**src/rtl/led_seq_pkg.sv**
```systemverilog
// Shared constants for the LED ring sequencer: state encoding, shift direction
// and the width helper for the LED position index.
package led_seq_pkg;

    localparam logic [1:0] ST_IDLE  = 2'b00;
    localparam logic [1:0] ST_RUN   = 2'b01;
    localparam logic [1:0] ST_PAUSE = 2'b10;

    localparam logic DIR_UP   = 1'b0;
    localparam logic DIR_DOWN = 1'b1;

    function automatic int unsigned pos_width(input int unsigned nb_leds);
        return (nb_leds < 2) ? 1 : $clog2(nb_leds);
    endfunction

endpackage

```
**src/rtl/led_prescaler.sv**
```systemverilog
// Shift-rate prescaler: counts 0..limit-1 while enabled, holds while disabled,
// and flags the terminal count combinationally so the caller can register it.
module led_prescaler #(
    parameter int unsigned NB_COUNTER = 32
) (
    input  logic                  clk,
    input  logic                  i_rst,
    input  logic                  i_clear,
    input  logic                  i_en,
    input  logic [NB_COUNTER-1:0] i_limit,
    output logic                  o_tick
);

    logic [NB_COUNTER-1:0] count;

    // >= rather than == so a limit that shrank mid-period still terminates.
    assign o_tick = i_en && (count >= (i_limit - NB_COUNTER'(1)));

    always_ff @(posedge clk) begin
        if (i_rst || i_clear) begin
            count <= '0;
        end else if (i_en) begin
            count <= o_tick ? '0 : count + NB_COUNTER'(1);
        end
    end

endmodule

```
**src/rtl/led_seq_ctrl.sv**
```systemverilog
// LED ring sequencer: start/pause/stop FSM, single-step, rate-selected shift
// strobe and active-LED position/direction tracking.
module led_seq_ctrl
    import led_seq_pkg::*;
#(
    parameter int unsigned           NB_LEDS    = 12,
    parameter int unsigned           NB_COUNTER = 32,
    parameter logic [NB_COUNTER-1:0] RATE0      = NB_COUNTER'(32'd100_000_000),
    parameter logic [NB_COUNTER-1:0] RATE1      = NB_COUNTER'(32'd50_000_000),
    parameter logic [NB_COUNTER-1:0] RATE2      = NB_COUNTER'(32'd25_000_000),
    parameter logic [NB_COUNTER-1:0] RATE3      = NB_COUNTER'(32'd12_500_000)
) (
    input  logic                              clk,
    input  logic                              i_rst,
    input  logic                              i_start,
    input  logic                              i_stop,
    input  logic                              i_pause,
    input  logic                              i_step,
    input  logic [1:0]                        i_sw_speed,
    input  logic                              i_dir,
    output logic                              o_valid,
    output logic                              o_dir,
    output logic [pos_width(NB_LEDS)-1:0]     o_pos,
    output logic                              o_wrap,
    output logic [1:0]                        o_state
);

    localparam int unsigned    PW      = pos_width(NB_LEDS);
    localparam logic [PW-1:0]  POS_MAX = PW'(NB_LEDS - 1);

    logic [1:0]            state_q, state_d;
    logic [1:0]            sel_r;
    logic                  step_q;
    logic                  step_rise;
    logic                  step_fire;
    logic                  pos_clear;
    logic                  presc_en;
    logic                  presc_clear;
    logic                  tick;
    logic                  sel_load;
    logic                  valid_d;
    logic                  wrap_d;
    logic                  dir_d;
    logic                  at_wrap;
    logic [PW-1:0]         pos_d;
    logic [NB_COUNTER-1:0] rate_sel;
    logic [NB_COUNTER-1:0] limit;

    assign step_rise = i_step & ~step_q;

    always_comb begin
        unique case (sel_r)
            2'd0: rate_sel = RATE0;
            2'd1: rate_sel = RATE1;
            2'd2: rate_sel = RATE2;
            2'd3: rate_sel = RATE3;
        endcase
        limit = (rate_sel == '0) ? NB_COUNTER'(1) : rate_sel;
    end

    // Priority in every state: stop > pause > start > step.
    always_comb begin
        state_d   = state_q;
        presc_en  = 1'b0;
        step_fire = 1'b0;
        pos_clear = 1'b0;
        unique case (state_q)
            ST_IDLE: begin
                if (i_stop) begin
                    pos_clear = 1'b1;
                end else if (i_start) begin
                    state_d = ST_RUN;
                end else if (step_rise) begin
                    step_fire = 1'b1;
                end
            end
            ST_RUN: begin
                if (i_stop) begin
                    state_d   = ST_IDLE;
                    pos_clear = 1'b1;
                end else if (i_pause) begin
                    state_d = ST_PAUSE;
                end else begin
                    presc_en = 1'b1;
                end
            end
            ST_PAUSE: begin
                if (i_stop) begin
                    state_d   = ST_IDLE;
                    pos_clear = 1'b1;
                end else if (i_start && !i_pause) begin
                    state_d = ST_RUN;
                end else if (step_rise) begin
                    step_fire = 1'b1;
                end
            end
            default: state_d = ST_IDLE;
        endcase
    end

    led_prescaler #(
        .NB_COUNTER (NB_COUNTER)
    ) u_prescaler (
        .clk     (clk),
        .i_rst   (i_rst),
        .i_clear (presc_clear),
        .i_en    (presc_en),
        .i_limit (limit),
        .o_tick  (tick)
    );

    assign presc_clear = (state_d == ST_IDLE);
    assign sel_load    = tick || ((state_q != ST_RUN) && (state_d == ST_RUN));
    assign valid_d     = tick | step_fire;
    // Direction is frozen on the strobe edge so o_dir matches the shift it accompanies.
    assign dir_d       = valid_d ? o_dir : i_dir;
    assign at_wrap     = (o_dir == DIR_UP) ? (o_pos == POS_MAX) : (o_pos == '0);
    assign wrap_d      = valid_d & at_wrap;

    always_comb begin
        pos_d = o_pos;
        if (pos_clear) begin
            pos_d = '0;
        end else if (valid_d) begin
            if (o_dir == DIR_UP) begin
                pos_d = at_wrap ? '0 : o_pos + PW'(1);
            end else begin
                pos_d = at_wrap ? POS_MAX : o_pos - PW'(1);
            end
        end
    end

    always_ff @(posedge clk) begin
        if (i_rst) begin
            state_q <= ST_IDLE;
            sel_r   <= i_sw_speed;
            step_q  <= 1'b0;
            o_valid <= 1'b0;
            o_wrap  <= 1'b0;
            o_dir   <= DIR_UP;
            o_pos   <= '0;
        end else begin
            state_q <= state_d;
            step_q  <= i_step;
            if (sel_load) begin
                sel_r <= i_sw_speed;
            end
            o_valid <= valid_d;
            o_wrap  <= wrap_d;
            o_dir   <= dir_d;
            o_pos   <= pos_d;
        end
    end

    assign o_state = state_q;

endmodule
```
**config.mk**
```make
export PLATFORM = sky130hd
export DESIGN_NAME = led_seq_ctrl
export DESIGN_NICKNAME = d
export VERILOG_FILES = /design/src/rtl/led_seq_pkg.sv /design/src/rtl/led_prescaler.sv /design/src/rtl/led_seq_ctrl.sv
export SDC_FILE = /design/constraint.sdc
export NUM_CORES = 1
export LEC_CHECK = 0
export ABC_AREA = 0
export BUFFER_PORTS_ARGS = -buffer_cell sky130_fd_sc_hd__buf_4
export CAP_MARGIN = 30
export CORE_MARGIN = 3
export CORE_UTILIZATION = 50
export CTS_CLUSTER_DIAMETER = 200
export CTS_CLUSTER_SIZE = 12
export DETAILED_ROUTE_END_ITERATION = 6
export PLACE_DENSITY = 0.68
export SYNTH_ARGS = -nofsm -noshare
export SYNTH_HDL_FRONTEND = slang
export SYNTH_SLANG_ARGS = --single-unit
```
**constraint.sdc**
```tcl
create_clock -name clk -period 3.8 [get_ports clk]
set_clock_uncertainty 0.2 [all_clocks]
set_input_delay 1.14 -clock clk [delete_from_list [all_inputs] [get_ports clk]]
set_output_delay 1.14 -clock clk [all_outputs]
set_load 0.01 [all_outputs]
```
Word-level counts from Yosys, hierarchy flattened
Cells that the tools add are included.
- $add $sub $neg: 4
- $lt $le $gt $ge: 1
- eq/ne operators: 8
- mux-type cells: 27
- bitwise gates (word level): 4
- reductions and logical operators: 14
- operators with widths (kind ; count):
    $pmux W32 S4 ; 1
    $mux W32 ; 2
    $add A32 B1 Y32 const B ; 1
    $ge A32 B32 Y1 ; 1
    $logic_not A32 Y1 ; 1
    $sub A32 B1 Y32 const B ; 1
    $mux W2 ; 8
    $mux W4 ; 3
    $mux W1 ; 11
    $eq A2 B1 Y1 const B ; 3
    $eq A2 B2 Y1 const B ; 3
    $logic_not A2 Y1 ; 3
    $pmux W2 S3 ; 1
    $add A4 B1 Y4 const B ; 1
    $eq A4 B4 Y1 const B ; 1
    $logic_not A4 Y1 ; 1
    $sub A4 B1 Y4 const B ; 1
    $logic_and A1 B1 Y1 ; 3
    $reduce_or A3 Y1 ; 1
    $and A1 B1 Y1 ; 2
    $logic_or A1 B1 Y1 ; 2
    $ne A2 B1 Y1 const B ; 1
    $pmux W1 S2 ; 1
    $reduce_bool A2 Y1 ; 1
    4 further kinds ; 4
- register bits after elaboration: 44
- output and inout bits: 9
- logic and storage cells: 66

Longest topological paths before layout
- word-level depth: 10
- gate-level depth with buffers: 12
- mapped depth without buffers: 10

Hierarchy
Synthesis repeated with hierarchy kept, for this count alone.
- cells, all modules: 417
- area, all modules: 3390.8 um^2
- by module, submodules not included (module ; times used ; cells an instance ; area an instance (um^2) ; seq. area each (um^2)):
    led_prescaler ; 1 ; 329 ; 2682.6 ; 640.6
    led_seq_ctrl ; 1 ; 88 ; 708.2 ; 260.2

Least setup slack after synthesis
Ideal clock, no wire load.
- path kind: register to register
- start point: register sel_r[0]
- end point: register u_prescaler.count[29]
- library setup time: 0.115 ns
- arrival: 3.019 ns
- required time: 3.485 ns
- slack: 0.466 ns
- cell stages (with the launch flop): 12
- path buffers: 2
- clock period less this slack: 3.334 ns
- cells stage by stage: edfxtp_1 > nor2_1 > inv_1 > ha_1 > or4b_1 > or4_4 > or4_1 > o32ai_2 > or3_1 > buf_6 > buf_12 > nor2_1
- word-level cells in the longest chain between the ends: 8
- RTL lines (item ; RTL line ; source):
    start, declared ; led_seq_ctrl.sv:32 ; logic [1:0] sel_r;
    start signal, assigned ; led_seq_ctrl.sv:136 ; sel_r <= i_sw_speed;
    start signal, assigned ; led_seq_ctrl.sv:146 ; sel_r <= i_sw_speed;
    $eq A2 B2 Y1, or another cell as far along ; led_seq_ctrl.sv:52 ; unique case (sel_r)
    $pmux W32 S4 * ; led_seq_ctrl.sv:52 ;
    $logic_not A32 Y1 ; led_seq_ctrl.sv:58 ; limit = (rate_sel == '0) ? NB_COUNTER'(1) : rate_sel;
    $mux W32 * ; led_seq_ctrl.sv:58 ;
    $sub A32 B1 Y32 * ; led_prescaler.sv:17 ; assign o_tick = i_en && (count >= (i_limit - NB_COUNTER'(1)));
    $ge A32 B32 Y1 * ; led_prescaler.sv:17 ;
    $logic_and A1 B1 Y1 * ; led_prescaler.sv:17 ;
    $mux W32 * ; led_prescaler.sv:23 ; count <= o_tick ? '0 : count + NB_COUNTER'(1);
    end signal, assigned ; led_prescaler.sv:23 ;
    end, declared ; led_prescaler.sv:14 ; logic [NB_COUNTER-1:0] count;
Mark *: on every way between the ends. The rest lies on a longest branch, timed or not. The select of a mux whose other input is x is not followed.
A chain may end at the register's enable or synchronous reset.

Final worst setup path
- start point: register sel_r[0]
- end point: register u_prescaler.count[16]
The elaborated chain is that of the path after synthesis.

==> flow_summary.ini <==
[place]
dp.cells = 395
place.gp.congestion = 0.810
io_buffers = 17
dp.final_hpwl_mm = 4.05

[power_and_ir_drop]
swShare = 0.234
p_seq_frac = 0.582
p_comb_frac = 0.076
internal_power_mw = 0.625
power_leakage_nw = 1.12
clockPowerShare = 0.342
power_density_nw_per_um2 = 284
p_sw_mw = 0.191
peakVddDrop_v = 0.000197

[detailed_routing]
wl_mm = 5.34
routed_via_density = 5.39
wl_per_cell_um = 13.2
drc = 0
drt_first_iter_violations = 75
via_count = 2173
ant_nets = 0
drt_first_pass_iters = 4

[cts]
htreeDepth = 2
cts_tree = built
cts-root-buf = clkbuf_8
post_cts_resized = 0
clock-sinks = 44
cts_hold_buf = 0
numCtsBuffers = 5
clk-insertion-delay-late_ns = 0.29
cts.clk_slew.worst_paths_ns = 0.08
cts_buffer_depth = 2
post_cts_buffers = 0

[sta]
rsz0062_at_grt = false
fin_hold_ws_ns = 0.310
maxSlewHeadroom = 0.512
setup_tns_ns = 0
worst_slew_pin_slew_ns = 0.728
min_period_over_period = 0.929
finalCriticalPeriod_ns = 3.53
slew_viol_final = 0
hold_viol = 0
fmax_ghz = 0.283
setup_viol = 0

[setup_path]
critPathKind = reg2reg
cp_data_required_time_ns = 3.78
critPathLaunchType = register
arrival_ns = 3.51
worstSetupStartpoint = sel_r[0]
crit_path_end_kind = register
reg2reg_from = sel_r[0]
critical_path.max_fanout = 27

[floorplan]
fp.dieArea_um2 = 6120
die_w_um = 78.2
ioPinCount = 18
rows = 25
initial_core_util = 0.535
core_area_um2 = 4880
chipHeight_um = 78.2

[outcome]
status = finished clean

[cells_and_area]
n_antenna_cell = 0
filler_cell_count = 499
fin_util = 0.589
fin_nets = 366
layout.cells.non_filler = 403
drive_gt1_frac = 0.101
area_growth_pct = 10.2

[global_routing]
grt_max_degree = 28
gr-total-overflow = 0
grt_use_total = 0.194
grt_pass1_wl_mm = 9.68
grt_pass1_vias = 2097
grt_antenna_before_repair = 0

[synth]
syn_nets = 345
synth_area_um2 = 2610
synthArstFlopShare = 0
yosysWarnings = 0
syn_area_per_cell_um2 = 8.31
synth_cells = 314
synth.top_cell.area_share = 0.322
synth-edff-count = 2
ys_seq_elements = 44
synth_seq_area_share = 0.345
synth_cell_types = 50
ys.flop_type = dfxtp_1
synth_area_leader_cell = dfxtp_1
synth_top_cells_by_area = dfxtp_1, ha_1, nor2_1, xnor2_1, nand2_1

[worst_hold_path]
hp-class = reg2reg
hold_start = u_prescaler.count[31]

[job]
max-cap-violations = 0
==> final cells by class <==
class                           instances  area, µm²  share of cell area
Multi-Input combinational cell        247       1580               0.550
Clock inverter                          1       5.00             0.00174
Timing Repair Buffer                   20        163              0.0566
Clock buffer                            7       76.3              0.0266
Sequential cell                        44        901               0.313
Inverter                               17       63.8              0.0222
Tap cell                               67       83.8              0.0292
==> state kept, by name, summed over array words and instances, names as in the netlist <==
name and flops:
step_q 1, o_state 2, u_prescaler.count 32, sel_r 2, o_pos 4, o_dir 1, o_wrap 1, o_valid 1
==> metal layers <==
layer | up-vias | GRT usage | share of wire
li1 | 1137 | - | -
met1 | 987 | 0.256 | 0.50
met2 | 41 | 0.320 | 0.45
met3 | 8 | 0.0378 | 0.038
met4 | 0 | 0.0594 | 0.012
met5 | - | 0 | 0
==> synth_stat cells, types with 2 or more instances <==
master    count
nor2b_1       5
nor4_1        5
nand3b_1      2
or3_1         3
and4_1        2
nor3b_1       2
a21oi_1      13
nand2b_1      4
mux2i_1       5
nor4b_1       2
xor2_1       10
xnor2_1      15
and3_1        3
nor3_1        6
buf_12        2
or4_1         2
a211oi_1      2
ha_1         22
nand2_1      26
dfxtp_1      42
a31oi_1       4
inv_1        17
nand4_1      13
nor2_1       57
clkbuf_1      3
nand3_1      14
o21ai_0       9
edfxtp_1      2
==> stage by stage <==
stage	cell area, µm²	power (mW)	setup WS, ns
3_3_place_gp	2790	0.546	0.376
3_5_place_dp	2790	0.548	0.300
5_1_grt	2870	0.858	0.0707
2_1_floorplan	2610	0.528	0.466
4_1_cts	2870	0.828	0.273
6_report	2870	0.816	0.271
==> layout by cell type, fill, tap and decap left out, drive strengths merged, types with 2 or more instances in the layout <==
cell,count
nor3,7
o21ai,9
or4,3
a31oi,4
clkbuf,7
nand4,13
ha,22
nand3,14
nand2b,4
a21o,2
buf,20
xor2,10
nor4,6
mux2i,5
or3,3
nand3b,2
nand2,26
nor3b,2
a21oi,13
a211oi,2
xnor2,15
inv,17
nor2,57
nor2b,5
and2,2
dfxtp,42
and3,4
and4,2
edfxtp,2
nor4b,2
==> cells by family (layout without fill, tap and decap cells) <==
group,Yosys count,count (layout),share of synthesized area
buffers and inverters,23,45,0.0484
AO/OA/AOI/OAI,37,37,0.0902
flip-flops,44,44,0.345
other,1,1,0.00144
XOR/XNOR,25,25,0.0839
AND/OR/NAND/NOR,157,157,0.306
adder cells (fa/ha/maj),22,22,0.106
multiplexers,5,5,0.0192
==> worst max-delay path: stages, from the launching register on <==
cell      delay (ns)
edfxtp_1        0.51
nor2_1          0.18
inv_1           0.08
ha_1            0.29
or4b_1          0.47
or4_4           0.58
or4_1           0.54
o32ai_2         0.14
or3_1           0.19
buf_12          0.17
nor2_1          0.07
==> path summary, 6_finish.rpt <==
kind	depth (start not counted)	to	slack, ns
worst max register to register	10	u_prescaler.count[16]	0.27
worst min register to register	2	u_prescaler.count[31]	0.31
worst max-delay path	10	u_prescaler.count[16]	0.27
worst min-delay path	2	u_prescaler.count[31]	0.31
==> power groups by stage <==
stage | logic [mW] | registers, mW | clock network (mW)
2_1_floorplan | 0.0427 | 0.485 | 0
3_3_place_gp | 0.0605 | 0.485 | 0
3_5_place_dp | 0.0626 | 0.486 | 0
4_1_cts | 0.0626 | 0.475 | 0.291
5_1_grt | 0.0699 | 0.476 | 0.312
6_report | 0.0618 | 0.475 | 0.279
No activity file was read; power rests on OpenSTA's default activity.
